### src/rtl/cpu_csr_unit_pkg.sv
// rtl/cpu_csr_unit_pkg.sv - op codes, CSR addresses and FSM states for the CSR controller
package cpu_csr_unit_pkg;

    // Op codes presented by the execute stage
    localparam logic [2:0] CSR_OP_RW   = 3'd1;
    localparam logic [2:0] CSR_OP_RS   = 3'd2;
    localparam logic [2:0] CSR_OP_RC   = 3'd3;
    localparam logic [2:0] CSR_OP_TRAP = 3'd4;
    localparam logic [2:0] CSR_OP_MRET = 3'd5;

    // CSRs backed by the downstream CSR file
    localparam logic [11:0] CSR_ADDR_MTVEC  = 12'h305;
    localparam logic [11:0] CSR_ADDR_MEPC   = 12'h341;
    localparam logic [11:0] CSR_ADDR_MCYCLE = 12'hB00;

    typedef enum logic [2:0] {
        ST_IDLE  = 3'd0,
        ST_READ  = 3'd1,
        ST_WRITE = 3'd2,
        ST_TRAP  = 3'd3,
        ST_RESP  = 3'd4
    } state_e;

    function automatic logic csr_is_rmw(input logic [2:0] op);
        return (op == CSR_OP_RW) || (op == CSR_OP_RS) || (op == CSR_OP_RC);
    endfunction

    function automatic logic csr_is_implemented(input logic [11:0] addr);
        return (addr == CSR_ADDR_MTVEC) || (addr == CSR_ADDR_MEPC) ||
               (addr == CSR_ADDR_MCYCLE);
    endfunction

endpackage

### src/rtl/cpu_csr_alu.sv
// rtl/cpu_csr_alu.sv - new-value computation for Zicsr read-modify-write ops
module cpu_csr_alu
    import cpu_csr_unit_pkg::*;
(
    input  logic [2:0]  op_i,
    input  logic [31:0] old_i,
    input  logic [31:0] src_i,
    output logic [31:0] new_o
);

    // Value written back: replace, set bits, or clear bits of the old value
    always_comb begin
        new_o = old_i;
        case (op_i)
            CSR_OP_RW: new_o = src_i;
            CSR_OP_RS: new_o = old_i | src_i;
            CSR_OP_RC: new_o = old_i & ~src_i;
            default:   new_o = old_i;
        endcase
    end

endmodule

### src/rtl/cpu_csr_unit.sv
// rtl/cpu_csr_unit.sv - multicycle CSR controller: Zicsr ops, trap entry and MRET
module cpu_csr_unit
    import cpu_csr_unit_pkg::*;
#(
    parameter int unsigned MCYCLE_WRITABLE = 1
) (
    input  logic        clk,
    input  logic        rst,
    input  logic        req_valid,
    output logic        req_ready,
    input  logic [2:0]  req_op,
    input  logic [11:0] req_csr,
    input  logic [31:0] req_src,
    input  logic        req_src_zero,
    input  logic [31:0] req_pc,
    output logic        resp_valid,
    input  logic        resp_ready,
    output logic [31:0] resp_rdata,
    output logic        resp_redirect,
    output logic [31:0] resp_target,
    output logic        resp_illegal,
    output logic [11:0] csr_raddr,
    input  logic [31:0] csr_rdata,
    output logic [11:0] csr_waddr,
    output logic [31:0] csr_wdata,
    output logic        csr_wenable
);

    state_e      state_q;
    logic [2:0]  op_q;
    logic [11:0] csr_q;
    logic [31:0] src_q;
    logic        src_zero_q;
    logic [31:0] old_q;

    logic        resp_valid_q;
    logic [31:0] resp_rdata_q;
    logic        resp_redirect_q;
    logic [31:0] resp_target_q;
    logic        resp_illegal_q;
    logic [11:0] csr_raddr_q;
    logic [11:0] csr_waddr_q;
    logic [31:0] csr_wdata_q;
    logic        csr_wenable_q;

    logic        illegal_d;
    logic [31:0] wdata_d;

    // Decide at acceptance whether the incoming request can be executed at all
    always_comb begin
        illegal_d = 1'b0;
        if (csr_is_rmw(req_op)) begin
            if (!csr_is_implemented(req_csr)) begin
                illegal_d = 1'b1;
            end else if ((req_csr == CSR_ADDR_MCYCLE) && (MCYCLE_WRITABLE == 0) &&
                         ((req_op == CSR_OP_RW) || !req_src_zero)) begin
                // mcycle stays readable; only an op that would actually write it is rejected
                illegal_d = 1'b1;
            end
        end else if ((req_op != CSR_OP_TRAP) && (req_op != CSR_OP_MRET)) begin
            illegal_d = 1'b1;
        end
    end

    cpu_csr_alu u_alu (
        .op_i  (op_q),
        .old_i (csr_rdata),
        .src_i (src_q),
        .new_o (wdata_d)
    );

    // Control FSM; every CSR-port and response output is a flop set on the edge entering its cycle
    always_ff @(posedge clk or posedge rst) begin
        if (rst) begin
            state_q         <= ST_IDLE;
            op_q            <= 3'd0;
            csr_q           <= 12'd0;
            src_q           <= 32'd0;
            src_zero_q      <= 1'b0;
            old_q           <= 32'd0;
            resp_valid_q    <= 1'b0;
            resp_rdata_q    <= 32'd0;
            resp_redirect_q <= 1'b0;
            resp_target_q   <= 32'd0;
            resp_illegal_q  <= 1'b0;
            csr_raddr_q     <= 12'd0;
            csr_waddr_q     <= 12'd0;
            csr_wdata_q     <= 32'd0;
            csr_wenable_q   <= 1'b0;
        end else begin
            // CSR ports are only meaningful for a single cycle; park them at zero otherwise
            csr_wenable_q <= 1'b0;
            csr_raddr_q   <= 12'd0;
            csr_waddr_q   <= 12'd0;
            csr_wdata_q   <= 32'd0;

            case (state_q)
                ST_IDLE: begin
                    if (req_valid) begin
                        op_q       <= req_op;
                        csr_q      <= req_csr;
                        src_q      <= req_src;
                        src_zero_q <= req_src_zero;
                        if (illegal_d) begin
                            state_q        <= ST_RESP;
                            resp_valid_q   <= 1'b1;
                            resp_illegal_q <= 1'b1;
                        end else if (req_op == CSR_OP_TRAP) begin
                            // Save the PC and fetch the handler base in the same cycle
                            state_q       <= ST_TRAP;
                            csr_wenable_q <= 1'b1;
                            csr_waddr_q   <= CSR_ADDR_MEPC;
                            csr_wdata_q   <= req_pc & ~32'h3;
                            csr_raddr_q   <= CSR_ADDR_MTVEC;
                        end else if (req_op == CSR_OP_MRET) begin
                            state_q     <= ST_READ;
                            csr_raddr_q <= CSR_ADDR_MEPC;
                        end else begin
                            state_q     <= ST_READ;
                            csr_raddr_q <= req_csr;
                        end
                    end
                end

                ST_READ: begin
                    if (op_q == CSR_OP_MRET) begin
                        state_q         <= ST_RESP;
                        resp_valid_q    <= 1'b1;
                        resp_redirect_q <= 1'b1;
                        resp_target_q   <= csr_rdata & ~32'h3;
                    end else begin
                        state_q <= ST_WRITE;
                        old_q   <= csr_rdata;
                        // Set/clear with a zero source must not touch the CSR (side effects)
                        if ((op_q == CSR_OP_RW) || !src_zero_q) begin
                            csr_wenable_q <= 1'b1;
                            csr_waddr_q   <= csr_q;
                            csr_wdata_q   <= wdata_d;
                        end
                    end
                end

                ST_WRITE: begin
                    state_q      <= ST_RESP;
                    resp_valid_q <= 1'b1;
                    resp_rdata_q <= old_q;
                end

                ST_TRAP: begin
                    state_q         <= ST_RESP;
                    resp_valid_q    <= 1'b1;
                    resp_redirect_q <= 1'b1;
                    resp_target_q   <= csr_rdata & ~32'h3;
                end

                ST_RESP: begin
                    if (resp_ready) begin
                        state_q         <= ST_IDLE;
                        resp_valid_q    <= 1'b0;
                        resp_rdata_q    <= 32'd0;
                        resp_redirect_q <= 1'b0;
                        resp_target_q   <= 32'd0;
                        resp_illegal_q  <= 1'b0;
                    end
                end

                default: begin
                    state_q <= ST_IDLE;
                end
            endcase
        end
    end

    assign req_ready     = (state_q == ST_IDLE);
    assign resp_valid    = resp_valid_q;
    assign resp_rdata    = resp_rdata_q;
    assign resp_redirect = resp_redirect_q;
    assign resp_target   = resp_target_q;
    assign resp_illegal  = resp_illegal_q;
    assign csr_raddr     = csr_raddr_q;
    assign csr_waddr     = csr_waddr_q;
    assign csr_wdata     = csr_wdata_q;
    assign csr_wenable   = csr_wenable_q;

endmodule

### config.mk
export PLATFORM = sky130hd
export DESIGN_NAME = cpu_csr_unit
export DESIGN_NICKNAME = d
export VERILOG_FILES = /design/src/rtl/cpu_csr_unit_pkg.sv /design/src/rtl/cpu_csr_alu.sv /design/src/rtl/cpu_csr_unit.sv
export SDC_FILE = /design/constraint.sdc
export NUM_CORES = 1
export LEC_CHECK = 0
export ABC_CLOCK_PERIOD_IN_PS = 6000
export CAP_MARGIN = 20
export CORE_MARGIN = 2
export CORE_UTILIZATION = 43
export CTS_CLUSTER_SIZE = 16
export DETAILED_ROUTE_END_ITERATION = 8
export PLACE_DENSITY = 0.77
export SETUP_SLACK_MARGIN = 0.3
export SYNTH_ARGS = -nofsm -noshare
export SYNTH_HDL_FRONTEND = slang
export SYNTH_SLANG_ARGS = --single-unit
### constraint.sdc
create_clock -name clk -period 6 [get_ports clk]
set_input_delay 0.6 -clock clk [delete_from_list [all_inputs] [get_ports clk]]
set_output_delay 0.6 -clock clk [all_outputs]
set_load 0.01 [all_outputs]
==> metrics.csv, run 1 <==
stage;metric;value;unit
grt;gr usage total;22.3;%
sta;final hold vios;0;
cells_and_area;Final Cell Area;11400;µm²
synthesis;cell taking the most area after synthesis;dfrtp_1;
sta;# setup viols final;0;
synthesis;post-synth top area share;62.9;%
sta;Final TNS setup;0;ps
sta;Worst slew margin;25.6;%
cts;Num CTS Buffers;22;
floorplanning;# rows;50;
flow_run;MaxCap Viol Count;0;
floorplanning;Ports;241;
route;WL/cell;19.5;µm
cts;clock slew at reported path FFs;60;ps
cells_and_area;Layout Nets;1015;
min_path;worst hold path type;reg -> reg;
cts;CTS sink cnt;205;
cts;root buf cell;clkbuf_16;
sta;Final Skew;18.0;ps
grt;vias in the first global route;6168;
critical_path;arrival time at the worst endpoint;3570;ps
placement;Area after DPL;10700;µm²
sta;Final Cycle Share;53.2;%
cts;H-Tree Depth;1;
placement;Buffers on Ports;236;
critical_path;crit path kind;reg -> reg;
floorplanning;Die H;142;µm
cells_and_area;fin cells;1146;
grt;Overflow after GRT;0;
synthesis;YS warnings;0;
cts;post-CTS resize count;0;
sta;min Tclk post-route;3190;ps
critical_path;CP Capture Type;flip-flop;
grt;first-pass GRT wire length;35.2;mm
power;PwrDens;436;nW/µm²
synthesis;Async SR Flop Fraction;100;%
floorplanning;Die W;142;µm
route;drt initial violations;345;
placement;Cells after DPL;1108;
cells_and_area;area delta synth->final;40.2;%
cells_and_area;Filler cells;1523;
synthesis;Unique masters post-synth;46;
floorplanning;initial core utilization;43.8;%
sta;Slew Viols, Final;0;
grt;antenna violations before repair;1;
cts;hold buffers post-CTS;0;
synthesis;syn_area_per_cell;12.2;µm²
route;vias;6228;
placement;post-DP HPWL;14.6;mm
sta;Worst-Margin Slew;1120;ps
grt;largest net degree at the start of global routing;206;
cts;Clock Latency Late Sink;500;ps
synthesis;Synth area leaders;dfrtp_1 (63%), a22o_1 (12%), nand2_1 (6.8%), mux2_4 (4.8%), o21ai_0 (2.0%);
cells_and_area;layout cells sized above 1;10.3;%
placement;Final GP Congestion;0.746;
power;peak supply drop;0.000244;V
floorplanning;core area;18600;µm²
route;DRC;0;
route;First-pass DRT Iterations;5;
sta;maximum clock frequency;313;MHz
synthesis;most common flop cell mapped by yosys;dfrtp_1;
synthesis;Synth Instances;671;
critical_path;CP required;6370;ps
cts;maximum buffer depth of the clock tree;3;
cts;TritonCTS clock tree;done;
power;cell leakage power;5.36;nW
route;Via-to-Cell Ratio;5.43;
sta;hold slack;463;ps
critical_path;reg2reg setup slack;2810;ps
outcome;status;finished clean;
power;Tot Pwr;4.98;mW
floorplanning;die area;20100;µm²
critical_path;top fanout value on the critical path;27;
sta;RSZ-0062 raised after global routing;false;
route;drt total wl;22.3;mm
synthesis;Mapped Area;8160;µm²
synthesis;number of synthesized flops with an enable pin;0;
route;Antenna Nets Post-Route;0;
synthesis;Yosys reg bits;205;
synthesis;Seq/Total Area, Yosys;62.9;%
cts;setup repair bufs after CTS;0;
critical_path;Critical Path Source Type;flip-flop;
==> state kept, by name (all words and copies together) (netlist names) <==
name and count:
resp_redirect 1, csr_wdata 32, csr_waddr 12, old_q 32, resp_valid 1, resp_illegal 1
resp_target 30, src_q 32, state_q 3, csr_wenable 1, csr_raddr 12, resp_rdata 32
src_zero_q 1, csr_q 12, op_q 3
==> path summary, 6_finish.rpt <==
path / from / to / cells after the start
max: op_q[1] / resp_target[13] / 6
min reg2reg: csr_q[5] / csr_q[5] / 2
min: csr_q[5] / csr_q[5] / 2
min in group asynchronous: rst / resp_target[10] / 3
max in group asynchronous: rst / src_q[30] / 3
max reg2reg: op_q[1] / resp_target[13] / 6
==> critical path, stage by stage, from the launching register on <==
cell     delay [ps]
dfrtp_1         420
inv_2           350
a311o_2         730
buf_4           470
nand2_1         470
buf_4           390
a22o_1          210
==> cell usage after synthesis, types with 2 or more instances <==
cell and number:
nand2_1 148, mux2_2 6, a22o_1 115, a21o_1 5, a311oi_1 2, clkbuf_1 24, a211oi_1 8, nor4_1 4
or2_2 3, nor2b_1 5, nand2b_1 3, a22oi_1 2, and2_0 2, nor3_1 4, dfrtp_1 205, a21oi_1 9
nor2_1 10, buf_4 5, buf_6 4, mux2_4 26, inv_1 4, nand3_1 2, buf_2 13, o21ai_0 32
and2_1 9
==> cell families after synthesis <==
logic type | synth area share [%]
other | 0.0460
AOI/OAI and AO/OA | 17.5
buffers and inverters | 3.14
xor gates and xnor gates | 0.107
DFF | 62.9
and+or+nand+nor | 10.6
muxes | 5.74
==> power by group <==
part / total, mW / switching [mW] / internal, mW
logic: 1.53 / 0.736 / 0.797
clock network: 1.34 / 0.541 / 0.803
registers: 2.11 / 0.291 / 1.82
==> final cells by class <==
class | instances | area [µm²] | area share [%]
sequential | 205 | 5130 | 44.8
inverter | 5 | 22.5 | 0.197
timing repair buffer | 243 | 2440 | 21.4
multi-input combinational | 422 | 2830 | 24.8
clock buffer | 26 | 607 | 5.30
clock inverter | 10 | 108 | 0.941
tap | 234 | 293 | 2.56
antenna | 1 | 2.50 | 0.0219
==> placed cells by master, fill, tap and decap left out, drive strengths merged, types with 2 or more instances in the layout <==
cell / netlist / final
nand3: 2 / 2
bufinv: 0 / 2
a21oi: 11 / 11
clkinv: 0 / 5
clkdlybuf4s50: 0 / 236
inv: 5 / 4
nand2b: 4 / 4
a22o: 115 / 115
and2: 11 / 11
clkbuf: 24 / 26
or2: 3 / 3
a21o: 5 / 5
mux2: 32 / 32
buf: 22 / 7
dfrtp: 205 / 205
nor2b: 5 / 5
a22oi: 2 / 2
nor4: 4 / 4
nor4b: 2 / 2
nor2: 11 / 11
nor3: 5 / 5
a211oi: 8 / 8
a311oi: 2 / 2
o21ai: 32 / 32
nand2: 148 / 148
conb: 1 / 8
clkinvlp: 0 / 4
==> routing by layer <==
layer / up-vias / routed length [µm] / global-route usage, %
li1: 2823 / - / -
met1: 3131 / 9670 / 31.0
met2: 242 / 10400 / 35.9
met3: 32 / 1890 / 5.30
met4: 0 / 365 / 5.05
met5: - / 0 / 0
==> stage by stage <==
| stage | worst slack [ps] | util (%) |
|---|---|---|
| 2_1_floorplan | 2740 | - |
| 3_3_place_gp | 2780 | 57.3 |
| 3_5_place_dp | 2750 | 57.4 |
| 4_1_cts | 2760 | 61.2 |
| 5_1_grt | 2580 | 61.3 |
| 6_report | 2810 | 61.4 |
No activity file was read; power rests on OpenSTA's default activity.
==> run 2, diff against run 1 <==
--- a/config.mk
+++ b/config.mk
@@ -5,10 +5,10 @@
 export SDC_FILE = /design/constraint.sdc
 export NUM_CORES = 1
 export LEC_CHECK = 0
-export ABC_CLOCK_PERIOD_IN_PS = 6000
+export ABC_CLOCK_PERIOD_IN_PS = 3200
 export CAP_MARGIN = 20
 export CORE_MARGIN = 2
-export CORE_UTILIZATION = 43
+export CORE_UTILIZATION = 45
 export CTS_CLUSTER_SIZE = 16
 export DETAILED_ROUTE_END_ITERATION = 8
 export PLACE_DENSITY = 0.77
==> constraint.sdc (replaced) <==
create_clock -name clk -period 3.2 [get_ports clk]
set_input_delay 0.32 -clock clk [delete_from_list [all_inputs] [get_ports clk]]
set_output_delay 0.32 -clock clk [all_outputs]
set_load 0.01 [all_outputs]
==> run 2 against run 1 <==
Against the previous run:
- wire length increased by 0.18%
- largest power group unchanged
- largest cell class unchanged
- critical endpoint is now resp_target[12]
- highest routed layer unchanged
- via count decreased by 1.3%
- register-to-register slack got worse by 2000 ps
==> metrics.csv, run 2 (synthesis results as in run 1) <==
stage;metric;value;unit
outcome;status;finished clean;
floorplanning;core area;17900;µm²
cts;CTS sink cnt;205;
floorplanning;# rows;49;
critical_path;Crit Reg-Reg Endpoint;resp_target[12];
route;Via-to-Cell Ratio;5.32;
sta;Final Skew;9.54;ps
power;peak supply drop;0.000665;V
critical_path;Worst Reg2Reg Path Length in Cells;4;
critical_path;Worst path top cell family by delay;simple AND/OR/NAND/NOR gates;
route;First-pass DRT Iterations;4;
cts;root buf cell;clkbuf_16;
sta;Worst slew margin;36.2;%
sta;Final TNS setup;0;ps
cts;clock slew at reported path FFs;60;ps
placement;pre-CTS worst setup slack;880;ps
cts;TritonCTS clock tree;done;
grt;antenna violations before repair;1;
critical_path;arrival time at the worst endpoint;2790;ps
cts;setup repair bufs after CTS;0;
cts;maximum buffer depth of the clock tree;3;
sta;Final Cycle Share;74.0;%
cts;hold buffers post-CTS;0;
grt;gr usage total;23.2;%
critical_path;Buf/Inv on CP;1;
power;cell leakage power;5.43;nW
cells_and_area;Filler cells;1435;
critical_path;Crit. Startpoint;op_q[1];
critical_path;crit path kind;reg -> reg;
critical_path;Setup crit end;resp_target[12];
route;drt initial violations;312;
sta;PnR worst setup slack;833;ps
sta;RSZ-0062 raised after global routing;false;
critical_path;top fanout value on the critical path;31;
critical_path;reg2reg start;op_q[1];
grt;first-pass GRT wire length;35.8;mm
cts;Num CTS Buffers;22;
sta;Worst-Margin Slew;955;ps
placement;Buffers on Ports;236;
power;PwrDens;816;nW/µm²
flow_run;MaxCap Viol Count;0;
critical_path;WP depth;4;
sta;min Tclk post-route;2370;ps
min_path;worst hold path type;in -> async;
critical_path;CP Capture Type;flip-flop;
cts;Clock Latency Late Sink;500;ps
critical_path;CP required;3630;ps
grt;vias in the first global route;6307;
cells_and_area;commonest non-fill, non-tap cell in the layout;clkdlybuf4s50_1;
sta;maximum clock frequency;422;MHz
sta;final hold vios;0;
placement;Final GP Congestion;0.776;
critical_path;cells along the critical path;inv_2, a311o_2, nor2b_4, a22o_1;
cells_and_area;most frequent cells in the layout;clkdlybuf4s50_1 (236), dfrtp_1 (205), nand2_1 (147), a22o_1 (115), o21ai_0 (32);
route;vias;6146;
cts;H-Tree Depth;1;
critical_path;reg2reg setup slack;830;ps
cts;post-CTS resize count;0;
placement;post-DP HPWL;15.0;mm
route;WL/cell;19.3;µm
sta;Slew Viols, Final;0;
route;drt total wl;22.3;mm
cells_and_area;layout cells sized above 1;11.2;%
sta;# setup viols final;0;
route;Antenna Nets Post-Route;0;
grt;Overflow after GRT;0;
cells_and_area;Layout Nets;1025;
critical_path;crit path max-delay cell type;nor2b_4;
floorplanning;initial core utilization;45.6;%
floorplanning;die area;19200;µm²
placement;Area after DPL;10800;µm²
critical_path;Critical Path Source Type;flip-flop;
critical_path;Crit path largest cell delay;810;ps
floorplanning;Die H;139;µm
route;DRC;0;
floorplanning;Die W;139;µm
floorplanning;Ports;241;
cells_and_area;area delta synth->final;41.3;%
cells_and_area;Final Cell Area;11500;µm²
grt;largest net degree at the start of global routing;84;
-- run 2: changes by cell type in the layout (fill, tap and decap cells not counted) --
cell | previous run | this run
clkbuf_8 | 2 | 3
clkinv_2 | 5 | 6
buf_6 | 1 | 0
buf_4 | 4 | 14
a21oi_2 | 0 | 1
clkbuf_1 | 1 | 5
buf_12 | 2 | 3
a21oi_4 | 2 | 1
clkinvlp_4 | 4 | 2
-- run 2: how the worst min path moves through the flow --
stage	from	to	slack, ps
2_1_floorplan	req_csr[0]	csr_q[0]	430
3_3_place_gp	csr_q[10]	csr_q[10]	450
3_5_place_dp	csr_q[10]	csr_q[10]	450
4_1_cts	rst	csr_wdata[6]	200
5_1_grt	rst	csr_wdata[6]	240
6_report	rst	csr_wdata[6]	210
-- run 2: area by class of cell --
cell class	instances	area, µm²	share of cell area, %
inverters	5	22.5	0.195
clock buffers	31	636	5.51
well taps	229	287	2.49
multi-input cells	422	2830	24.5
repair buffers	253	2530	21.9
diodes	1	2.50	0.0217
flip-flops and latches	205	5130	44.5
clock inverters	9	97.6	0.847
-- run 2: per-stage QoR --
step	total power, mW	cells	utilization (%)	hold WS, ps
after CTS	9.49	1154	64.4	203
after floorplan	5.57	678	-	425
after global routing	9.94	1154	64.4	238
final	9.41	1155	64.4	210
after detailed placement	6.89	1114	60.3	454
after global placement	6.78	1114	60.3	449
-- run 2: layer usage --
| layer | wire (µm) | share of wire (%) | GRT usage (%) | vias up |
|---|---|---|---|---|
| li1 | - | - | - | 2856 |
| met1 | 9510 | 43 | 31.6 | 3027 |
| met2 | 10500 | 47 | 37.4 | 227 |
| met3 | 1880 | 8.4 | 6.32 | 36 |
| met4 | 457 | 2.0 | 5.58 | 0 |
| met5 | 0 | 0 | 0 | - |
-- run 2: worst reg2reg max path, delay by kind of cell, from the launching register on --
kind                   cells  cell delay (ps)
and+or+nand+nor            1              810
AOI/OAI and AO/OA          2              650
DFF                        1              430
buffers and inverters      1              400
-- run 2: power by group --
group	internal [mW]	switching [mW]	total (mW)
clock	1.55	1.01	2.56
sequential	3.41	0.537	3.94
combinational	1.52	1.39	2.91
total	6.47	2.94	9.41
==> run 3, diff against run 2 <==
--- a/config.mk
+++ b/config.mk
@@ -5,7 +5,7 @@
 export SDC_FILE = /design/constraint.sdc
 export NUM_CORES = 1
 export LEC_CHECK = 0
-export ABC_CLOCK_PERIOD_IN_PS = 3200
+export ABC_CLOCK_PERIOD_IN_PS = 2400
 export CAP_MARGIN = 20
 export CORE_MARGIN = 2
 export CORE_UTILIZATION = 45
==> constraint.sdc (replaced) <==
create_clock -name clk -period 2.4 [get_ports clk]
set_input_delay 0.24 -clock clk [delete_from_list [all_inputs] [get_ports clk]]
set_output_delay 0.24 -clock clk [all_outputs]
set_load 0.01 [all_outputs]
==> run 3 against run 2 <==
Against the previous run:
- critical endpoint is now csr_wdata[16]
- sequential share of layout area shrank 0.63 points
- final cell count rose by 0.69%
- fmax is 20% higher
- sequential power increased by 33%
- clock power grew 45%
- hold slack got worse by 190 ps
- highest routed layer unchanged
- die area did not move
==> metrics.csv, run 3 (synthesis results as in run 1) <==
stage;metric;value;unit
floorplanning;Die W;139;µm
flow_run;MaxCap Viol Count;0;
critical_path;Worst Reg2Reg Path Length in Cells;6;
floorplanning;# rows;49;
grt;largest net degree at the start of global routing;76;
route;drt total wl;22.7;mm
critical_path;Crit. Startpoint;state_q[0];
cells_and_area;layout cells sized above 1;12.3;%
sta;PnR worst setup slack;419;ps
route;Via-to-Cell Ratio;5.42;
sta;# setup viols final;0;
cells_and_area;area delta synth->final;43.3;%
cts;hold buffers post-CTS;0;
placement;pre-CTS worst setup slack;244;ps
power;Cell Int Power;8.93;mW
cts;clock slew at reported path FFs;60;ps
critical_path;reg2reg start;state_q[0];
power;Sw Ratio;31.0;%
sta;Worst slew margin;33.3;%
critical_path;CP Capture Type;flip-flop;
route;First-pass DRT Iterations;5;
sta;Worst-Margin Slew;999;ps
power;clock power share;28.7;%
floorplanning;core area;17900;µm²
cts;root buf cell;clkbuf_16;
cells_and_area;most frequent cells in the layout;clkdlybuf4s50_1 (235), dfrtp_1 (205), nand2_1 (147), a22o_1 (115), o21ai_0 (32);
power;Seq pwr share;40.6;%
route;drt initial violations;410;
critical_path;Crit Reg-Reg Endpoint;csr_wdata[16];
floorplanning;initial core utilization;45.6;%
sta;Slew Viols, Final;0;
grt;gr usage total;23.5;%
cts;H-Tree Depth;1;
floorplanning;Ports;241;
power;PwrDens;1110;nW/µm²
cells_and_area;Filler cells;1378;
sta;Final Cycle Share;82.5;%
route;DRC;0;
cts;TritonCTS clock tree;done;
min_path;worst hold path type;in -> async;
grt;first-pass GRT wire length;36.2;mm
route;WL/cell;19.5;µm
placement;Final GP Congestion;0.814;
sta;maximum clock frequency;505;MHz
critical_path;arrival time at the worst endpoint;2400;ps
sta;min Tclk post-route;1980;ps
critical_path;reg2reg setup slack;420;ps
critical_path;Setup crit end;csr_wdata[16];
placement;Buffers on Ports;236;
power;cell leakage power;5.50;nW
sta;Final TNS setup;0;ps
grt;vias in the first global route;6343;
outcome;status;finished clean;
route;Antenna Nets Post-Route;0;
cts;CTS sink cnt;205;
sta;Final Skew;8.99;ps
critical_path;Critical Path Source Type;flip-flop;
critical_path;top fanout value on the critical path;45;
power;peak supply drop;0.000688;V
sta;RSZ-0062 raised after global routing;false;
placement;post-DP HPWL;15.2;mm
floorplanning;die area;19200;µm²
critical_path;crit path kind;reg -> reg;
power;Psw;4.02;mW
floorplanning;Die H;139;µm
cts;Num CTS Buffers;22;
cts;Clock Latency Late Sink;490;ps
cells_and_area;commonest non-fill, non-tap cell in the layout;clkdlybuf4s50_1;
placement;Area after DPL;10900;µm²
grt;Overflow after GRT;0;
sta;hold slack;20.5;ps
cts;maximum buffer depth of the clock tree;3;
cells_and_area;Layout Nets;1033;
power;Tot Pwr;12.9;mW
grt;antenna violations before repair;1;
route;vias;6305;
cells_and_area;Final Cell Area;11700;µm²
cts;setup repair bufs after CTS;0;
critical_path;CP required;2820;ps
sta;final hold vios;0;
power;Comb power frac;30.7;%
[run 3: metal layers]
layer | vias up | GRT usage, % | part of all wire (%)
li1 | 2878 | - | -
met1 | 3143 | 33.0 | 44
met2 | 255 | 37.1 | 47
met3 | 29 | 6.25 | 8.2
met4 | 0 | 5.21 | 1.4
met5 | - | 0 | 0
[run 3: how the worst min path moves through the flow]
stage	from	to	depth (start not counted)
after floorplan	req_csr[0]	csr_q[0]	2
after global placement	csr_q[10]	csr_q[10]	2
after detailed placement	csr_q[5]	csr_q[5]	2
final	rst	resp_target[8]	2
after CTS	rst	resp_target[8]	2
after global routing	rst	resp_target[8]	2
[run 3: area by class of cell]
cell class	count	area [µm²]	share of cell area, %
diodes	1	2.50	0.0214
clock buffers	29	638	5.46
clock inverters	11	171	1.47
inverters	5	22.5	0.193
multi-input cells	422	2830	24.2
flip-flops and latches	205	5130	43.9
well taps	229	287	2.45
repair buffers	261	2610	22.3
[run 3: worst max-delay path, stage by stage (launching register included)]
cell and delay, ps:
dfrtp_1 530, nand2b_4 100, a311o_2 400, buf_4 250, a21oi_4 170, buf_12 260
a22o_1 180
[run 3: stage by stage]
step	std cells	utilization [%]
final	1163	65.3
after global routing	1162	65.3
after CTS	1162	65.3
after detailed placement	1122	60.8
after global placement	1122	60.8
after floorplan	678	-
[run 3: power by group through the flow]
stage | Combinational (mW) | Clock [mW] | Sequential [mW]
floorplan | 2.14 | 0 | 5.30
global placement | 3.86 | 0 | 5.23
detailed placement | 3.96 | 0 | 5.28
CTS | 4.01 | 3.78 | 5.24
global route | 4.33 | 3.92 | 5.39
finish | 3.98 | 3.71 | 5.25
[run 3: repair_timing]
| item | in CTS | in global routing |
|---|---|---|
| endpoints found under the hold margin | 0 | 0 |
| endpoints found under the setup margin | 1 | 0 |
| resized for setup | 2 | 0 |
